[src/rtl/multi_axis_step_gen.sv]
// Purpose: per-axis STEP/DIR pulse generator with direction setup, minimum pulse widths and a signed position counter.
// Latency: step_out rises on the accepting edge (same direction) or DIR_SETUP edges later (direction change).
// Backpressure: step_ready low while an axis is busy or enable is low; a request refused while enabled sets the sticky missed flag.
module multi_axis_step_gen #(
  parameter int NUM_AXES  = 3,
  parameter int POS_W     = 32,
  parameter int STEP_HIGH = 4,
  parameter int STEP_LOW  = 4,
  parameter int DIR_SETUP = 2,
  parameter int CNT_W     = 8
) (
  input  logic                      clk,
  input  logic                      reset,
  input  logic                      enable,
  input  logic [NUM_AXES-1:0]       step_req,
  input  logic [NUM_AXES-1:0]       step_dir,
  output logic [NUM_AXES-1:0]       step_ready,
  input  logic [NUM_AXES-1:0]       pos_load,
  input  logic [NUM_AXES*POS_W-1:0] pos_load_val,
  input  logic [NUM_AXES-1:0]       missed_clr,
  output logic [NUM_AXES-1:0]       step_out,
  output logic [NUM_AXES-1:0]       dir_out,
  output logic [NUM_AXES*POS_W-1:0] position,
  output logic [NUM_AXES-1:0]       missed
);

  localparam logic [1:0] ST_IDLE  = 2'd0;
  localparam logic [1:0] ST_SETUP = 2'd1;
  localparam logic [1:0] ST_HIGH  = 2'd2;
  localparam logic [1:0] ST_LOW   = 2'd3;

  // Counters run down to zero, so each phase loads (cycles - 1).
  // The idle cycle in which the next request is accepted already counts
  // as one low cycle, hence LOW only needs STEP_LOW-1 cycles of its own.
  localparam int HIGH_LOAD_I  = (STEP_HIGH > 1) ? STEP_HIGH - 1 : 0;
  localparam int LOW_LOAD_I   = (STEP_LOW > 2)  ? STEP_LOW - 2  : 0;
  localparam int SETUP_LOAD_I = (DIR_SETUP > 1) ? DIR_SETUP - 1 : 0;

  localparam logic [CNT_W-1:0] HIGH_LOAD  = CNT_W'(HIGH_LOAD_I);
  localparam logic [CNT_W-1:0] LOW_LOAD   = CNT_W'(LOW_LOAD_I);
  localparam logic [CNT_W-1:0] SETUP_LOAD = CNT_W'(SETUP_LOAD_I);
  localparam logic [CNT_W-1:0] CNT_ONE    = CNT_W'(1);
  localparam logic [POS_W-1:0] POS_ONE    = POS_W'(1);

  localparam bit USE_LOW   = (STEP_LOW > 1);
  localparam bit USE_SETUP = (DIR_SETUP > 0);

  for (genvar i = 0; i < NUM_AXES; i++) begin : g_axis
    logic [1:0]       state;
    logic [CNT_W-1:0] cnt;
    logic             step_q;
    logic             dir_q;
    logic             missed_q;
    logic [POS_W-1:0] pos_q;
    logic             accept;
    logic             dir_change;
    logic             fire;
    logic             move_dir;
    logic [POS_W-1:0] pos_step;

    assign step_ready[i] = (state == ST_IDLE) & enable;
    assign accept        = step_req[i] & step_ready[i];
    assign dir_change    = step_dir[i] != dir_q;

    // fire marks the edge where step_out rises and the position moves
    always_comb begin
      fire     = 1'b0;
      move_dir = dir_q;
      if (accept) begin
        fire     = !dir_change || !USE_SETUP;
        move_dir = step_dir[i];
      end else if (state == ST_SETUP && cnt == '0) begin
        fire = 1'b1;
      end
      pos_step = move_dir ? pos_q + POS_ONE : pos_q - POS_ONE;
    end

    // Pulse FSM: IDLE -> [SETUP] -> HIGH -> [LOW] -> IDLE
    always_ff @(posedge clk) begin
      if (!reset) begin
        state  <= ST_IDLE;
        cnt    <= '0;
        step_q <= 1'b0;
        dir_q  <= 1'b0;
      end else begin
        case (state)
          ST_IDLE: begin
            if (accept) begin
              dir_q <= step_dir[i];
              if (fire) begin
                state  <= ST_HIGH;
                cnt    <= HIGH_LOAD;
                step_q <= 1'b1;
              end else begin
                state <= ST_SETUP;
                cnt   <= SETUP_LOAD;
              end
            end
          end
          ST_SETUP: begin
            if (cnt == '0) begin
              state  <= ST_HIGH;
              cnt    <= HIGH_LOAD;
              step_q <= 1'b1;
            end else begin
              cnt <= cnt - CNT_ONE;
            end
          end
          ST_HIGH: begin
            if (cnt == '0) begin
              step_q <= 1'b0;
              if (USE_LOW) begin
                state <= ST_LOW;
                cnt   <= LOW_LOAD;
              end else begin
                state <= ST_IDLE;
              end
            end else begin
              cnt <= cnt - CNT_ONE;
            end
          end
          ST_LOW: begin
            if (cnt == '0) begin
              state <= ST_IDLE;
            end else begin
              cnt <= cnt - CNT_ONE;
            end
          end
          default: begin
            state  <= ST_IDLE;
            step_q <= 1'b0;
          end
        endcase
      end
    end

    // Position counter: a load beats a coincident step increment
    always_ff @(posedge clk) begin
      if (!reset) begin
        pos_q <= '0;
      end else if (pos_load[i]) begin
        pos_q <= pos_load_val[i*POS_W +: POS_W];
      end else if (fire) begin
        pos_q <= pos_step;
      end
    end

    // Sticky missed flag: a new miss beats a coincident clear
    always_ff @(posedge clk) begin
      if (!reset) begin
        missed_q <= 1'b0;
      end else if (step_req[i] && !step_ready[i] && enable) begin
        missed_q <= 1'b1;
      end else if (missed_clr[i]) begin
        missed_q <= 1'b0;
      end
    end

    assign step_out[i]                  = step_q;
    assign dir_out[i]                   = dir_q;
    assign missed[i]                    = missed_q;
    assign position[i*POS_W +: POS_W]   = pos_q;
  end

endmodule

[config.mk]
export PLATFORM = sky130hd
export DESIGN_NAME = multi_axis_step_gen
export DESIGN_NICKNAME = d
export VERILOG_FILES = /design/src/rtl/multi_axis_step_gen.sv
export SDC_FILE = /design/constraint.sdc
export NUM_CORES = 1
export LEC_CHECK = 0
export BUFFER_PORTS_ARGS = -buffer_cell sky130_fd_sc_hd__buf_2
export CAP_MARGIN = 20
export CORE_ASPECT_RATIO = 1.5
export CORE_UTILIZATION = 45
export DETAILED_ROUTE_END_ITERATION = 10
export PLACE_DENSITY_LB_ADDON = 0.1
export SLEW_MARGIN = 20
export SYNTH_ARGS = -nofsm -noshare
export SYNTH_HDL_FRONTEND = slang
export SYNTH_SLANG_ARGS = --single-unit
[constraint.sdc]
create_clock -name clk -period 3.9 [get_ports clk]
set_input_delay 0.39 -clock clk [delete_from_list [all_inputs] [get_ports clk]]
set_output_delay 0.39 -clock clk [all_outputs]
set_load 0.005 [all_outputs]
==> flow_metrics.py <==
metrics = {
    "outcome": {
        "outcome": "finished, final reports clean",
    },
    "routing": {
        "viasPerCell": 6.214,
        "drc": 0,
        "routed-via-count": 12170,
        "drt_pass1_iterations": 5,
        "first_iter_violations": 921,
        "ant_nets": 0,
        "drt-total-wl_um": 36890,
        "wl_per_cell_um": 18.83,
    },
    "layout": {
        "fillers": 2433,
        "area_delta_synth_final_pct": 15.17,
        "final_cell_mix": "buf_2, nor2_1, dfxtp_1",
        "nNetsFinal": 1761,
        "final_core_util": 0.5301,
        "drive_above_1_share": 0.1952,
        "final_common_cell": "buf_2",
    },
    "synthesis": {
        "synth_cell_type_count": 85,
        "synthesis.area_mm2": 0.01097,
        "synth_area_per_cell_um2": 7.282,
        "async_reset_ff_frac": 0,
        "synth-edff-count": 0,
        "synth-seq-cells": 135,
        "synthFlopType": "dfxtp_1",
        "syn_nets": 1641,
        "syn_inst": 1506,
        "ys_warn_count": 0,
        "seq_area_frac_synth": 0.2464,
    },
    "power": {
        "ir_worst_vdd_v": 0.0003380,
        "p_comb_frac": 0.447,
        "p_int_w": 0.003914,
        "leakage_nw": 4.835,
        "power_frac_clock": 0.265,
        "p_sw_frac": 0.4284,
        "switchingPower_w": 0.002933,
        "power.share.sequential": 0.288,
        "p_per_area_mw_per_mm2": 542.1,
    },
    "timing": {
        "tightest_slew_ns": 1.073,
        "clock_skew_ns": 0.009365,
        "setup_viol": 0,
        "fmax_ghz": 0.2917,
        "period_share": 0.8791,
        "fin_crit_ns": 3.429,
        "finalHoldViolCount": 0,
        "rsz0062_at_grt": "no",
        "tns_ns": 0,
        "slew_viol_final": 0,
        "relSlewSlack": 0.2848,
    },
    "clock_tree": {
        "cts.clk_slew.worst_paths_ns": 0.06,
        "clockBufferDepth": 2,
        "insertion_delay_ns": 0.44,
        "postCtsSetupBuffers": 0,
        "cts-hold-fix-buffers": 0,
        "cts-buffers-inserted": 17,
        "cts_max_level": 4,
        "cts_resized": 0,
        "cts_root_buffer": "clkbuf_16",
        "cts_tree": "built",
        "clock_sinks": 135,
    },
    "die": {
        "fp.coreArea_mm2": 0.02383,
        "die-area_mm2": 0.02501,
        "start_util": 0.4602,
        "die_w_um": 129.5,
        "num_io_pins": 219,
        "die_h_um": 193.2,
        "rows": 69,
    },
    "grt": {
        "grt_usage": 0.2966,
        "antenna_found_initial": 1,
        "grt_start_max_net_pins": 40,
        "grt_pass1_wl_um": 58290,
        "overflow": 0,
        "grt_pass1_vias": 11310,
    },
    "critical_path": {
        "worstSetupStartpointType": "flip-flop",
        "critPathSlowestCell": "a211oi_1",
        "path_cells": "inv_1, ha_1, and3_1, o21ai_2, xnor2_1, ha_1, nand3_1, nor2_1, nand3_1, a211oi_1, a32oi_1, nor3b_1, a211oi_1",
        "ff2ff_path_depth": 13,
        "slowest_delay_ns": 0.61,
        "cp.required_ns": 4.21,
        "cp.arrival_ns": 3.74,
        "cp_max_fo": 8,
        "end_kind": "flip-flop",
        "crit_type": "reg2reg",
    },
    "placement": {
        "dp_hpwl_um": 27060,
        "gp_congestion": 0.9978,
        "numPortBuffers": 218,
    },
    "worst_hold_path": {
        "min_path_type": "in2reg",
        "hold_path_depth": 3,
    },
    "flow_run": {
        "drv_cap": 0,
    },
}
-- per-stage QoR --
step                      area, um2  instances  hold slack (ns)  power [W]  setup WS (ns)
after global routing          12630       1958           0.1819   0.007321         0.1987
after floorplan               10970       1506           0.4518   0.004203        0.06930
after CTS                     12630       1958           0.1743   0.006844         0.4964
final                         12630       1959           0.1852   0.006847         0.4714
after global placement        11980       1926           0.4625   0.004991         0.6039
after detailed placement      11980       1926           0.4743   0.005015         0.5246
-- layout make-up --
cell class / instances / area [um2] / share of cell area
Antenna cell: 1 / 2.502 / 0.0001981
Multi-Input combinational cell: 1194 / 7466 / 0.5911
Tap cell: 319 / 399.1 / 0.03160
Clock inverter: 10 / 166.4 / 0.01317
Inverter: 35 / 131.4 / 0.01040
Sequential cell: 135 / 2703 / 0.2140
Clock buffer: 22 / 484.2 / 0.03834
Timing Repair Buffer: 243 / 1279 / 0.1012
-- power by group through the flow --
| stage | Sequential, W | Clock (W) | Combinational, W |
|---|---|---|---|
| 2_1_floorplan | 0.00181 | 0 | 0.00239 |
| 3_3_place_gp | 0.00199 | 0 | 0.00301 |
| 5_1_grt | 0.00201 | 0.00191 | 0.00340 |
| 6_report | 0.00197 | 0.00181 | 0.00306 |
| 3_5_place_dp | 0.00199 | 0 | 0.00302 |
| 4_1_cts | 0.00196 | 0.00184 | 0.00304 |
-- logic make-up after synthesis --
group                      Yosys count  share of synthesized area
and+or+nand+nor                    706                     0.3446
AOI/OAI and AO/OA                  354                     0.2157
buffers and inverters              177                    0.07382
DFF                                135                     0.2464
xor gates and xnor gates            75                    0.05990
muxes                               35                    0.03217
adders and majority gates           24                    0.02738
-- worst max-delay path, delay by kind of cell, from the launching register on --
kind	cells	cell delay, ns
adder cells (fa/ha/maj)	2	0.58
AND/OR/NAND/NOR	5	1.04
flip-flops	1	0.36
XOR/XNOR	1	0.13
AO/OA/AOI/OAI	4	1.07
buffers and inverters	1	0.10
-- registers in the layout (all words and copies together) (netlist names) --
| register | flops |
|---|---|
| g_axis.dir_q | 3 |
| g_axis.cnt | 24 |
| g_axis.pos_q | 96 |
| g_axis.missed_q | 3 |
| g_axis.step_q | 3 |
| g_axis.state | 6 |
-- layer usage --
| metal | wire, um | up-vias | track usage |
|---|---|---|---|
| li1 | - | 5837 | - |
| met1 | 14830 | 5700 | 0.3458 |
| met2 | 18210 | 527 | 0.5139 |
| met3 | 2233 | 109 | 0.05022 |
| met4 | 1617 | 0 | 0.1623 |
| met5 | 0 | - | 0 |
-- synth_stat cells (4+ instances only) --
master       n  area share
nand2_1    111       0.038
and3_1      26       0.015
nor2_1     164       0.056
mux2i_1     33       0.030
and4_1      17       0.014
nor2b_1     11      0.0063
nand2b_1     7      0.0040
a21o_1       4      0.0027
nor4b_1      4      0.0032
a32oi_1      4      0.0032
buf_2       18      0.0082
and2_1      17      0.0097
a21oi_1     89       0.041
ha_1        24       0.027
or2_2        9      0.0051
or4_1       17       0.012
inv_1       35       0.012
clkbuf_1    94       0.032
a311oi_1     9      0.0072
xnor2_1     47       0.038
a31oi_1     16      0.0091
o2111ai_1    6      0.0048
nand4_1     68       0.039
or3_1       26       0.015
buf_6        7      0.0072
o21ai_0     79       0.036
buf_4       16       0.011
a211oi_1    51       0.035
o211ai_1    19       0.013
nand3_1     81       0.037
dfxtp_1    135        0.25
o21ai_1      5      0.0023
buf_1        5      0.0017
nor3b_1     11      0.0075
o32ai_1      6      0.0048
nor3_1      63       0.029
nand3b_1     6      0.0041
or4_4        4      0.0041
o22ai_1      8      0.0046
xor2_1      28       0.022
a2111oi_0    4      0.0032
nor4_1      46       0.026
a21oi_2      4      0.0032
-- final timing paths --
kind                 startpoint                   to  slack (ns)
max          g_axis[0].state[0]  g_axis[0].pos_q[24]        0.47
min            pos_load_val[37]   g_axis[1].pos_q[5]        0.19
max reg2reg  g_axis[0].state[0]  g_axis[0].pos_q[24]        0.47
min reg2reg  g_axis[1].missed_q   g_axis[1].missed_q        0.49
No activity file was read; power rests on OpenSTA's default activity.
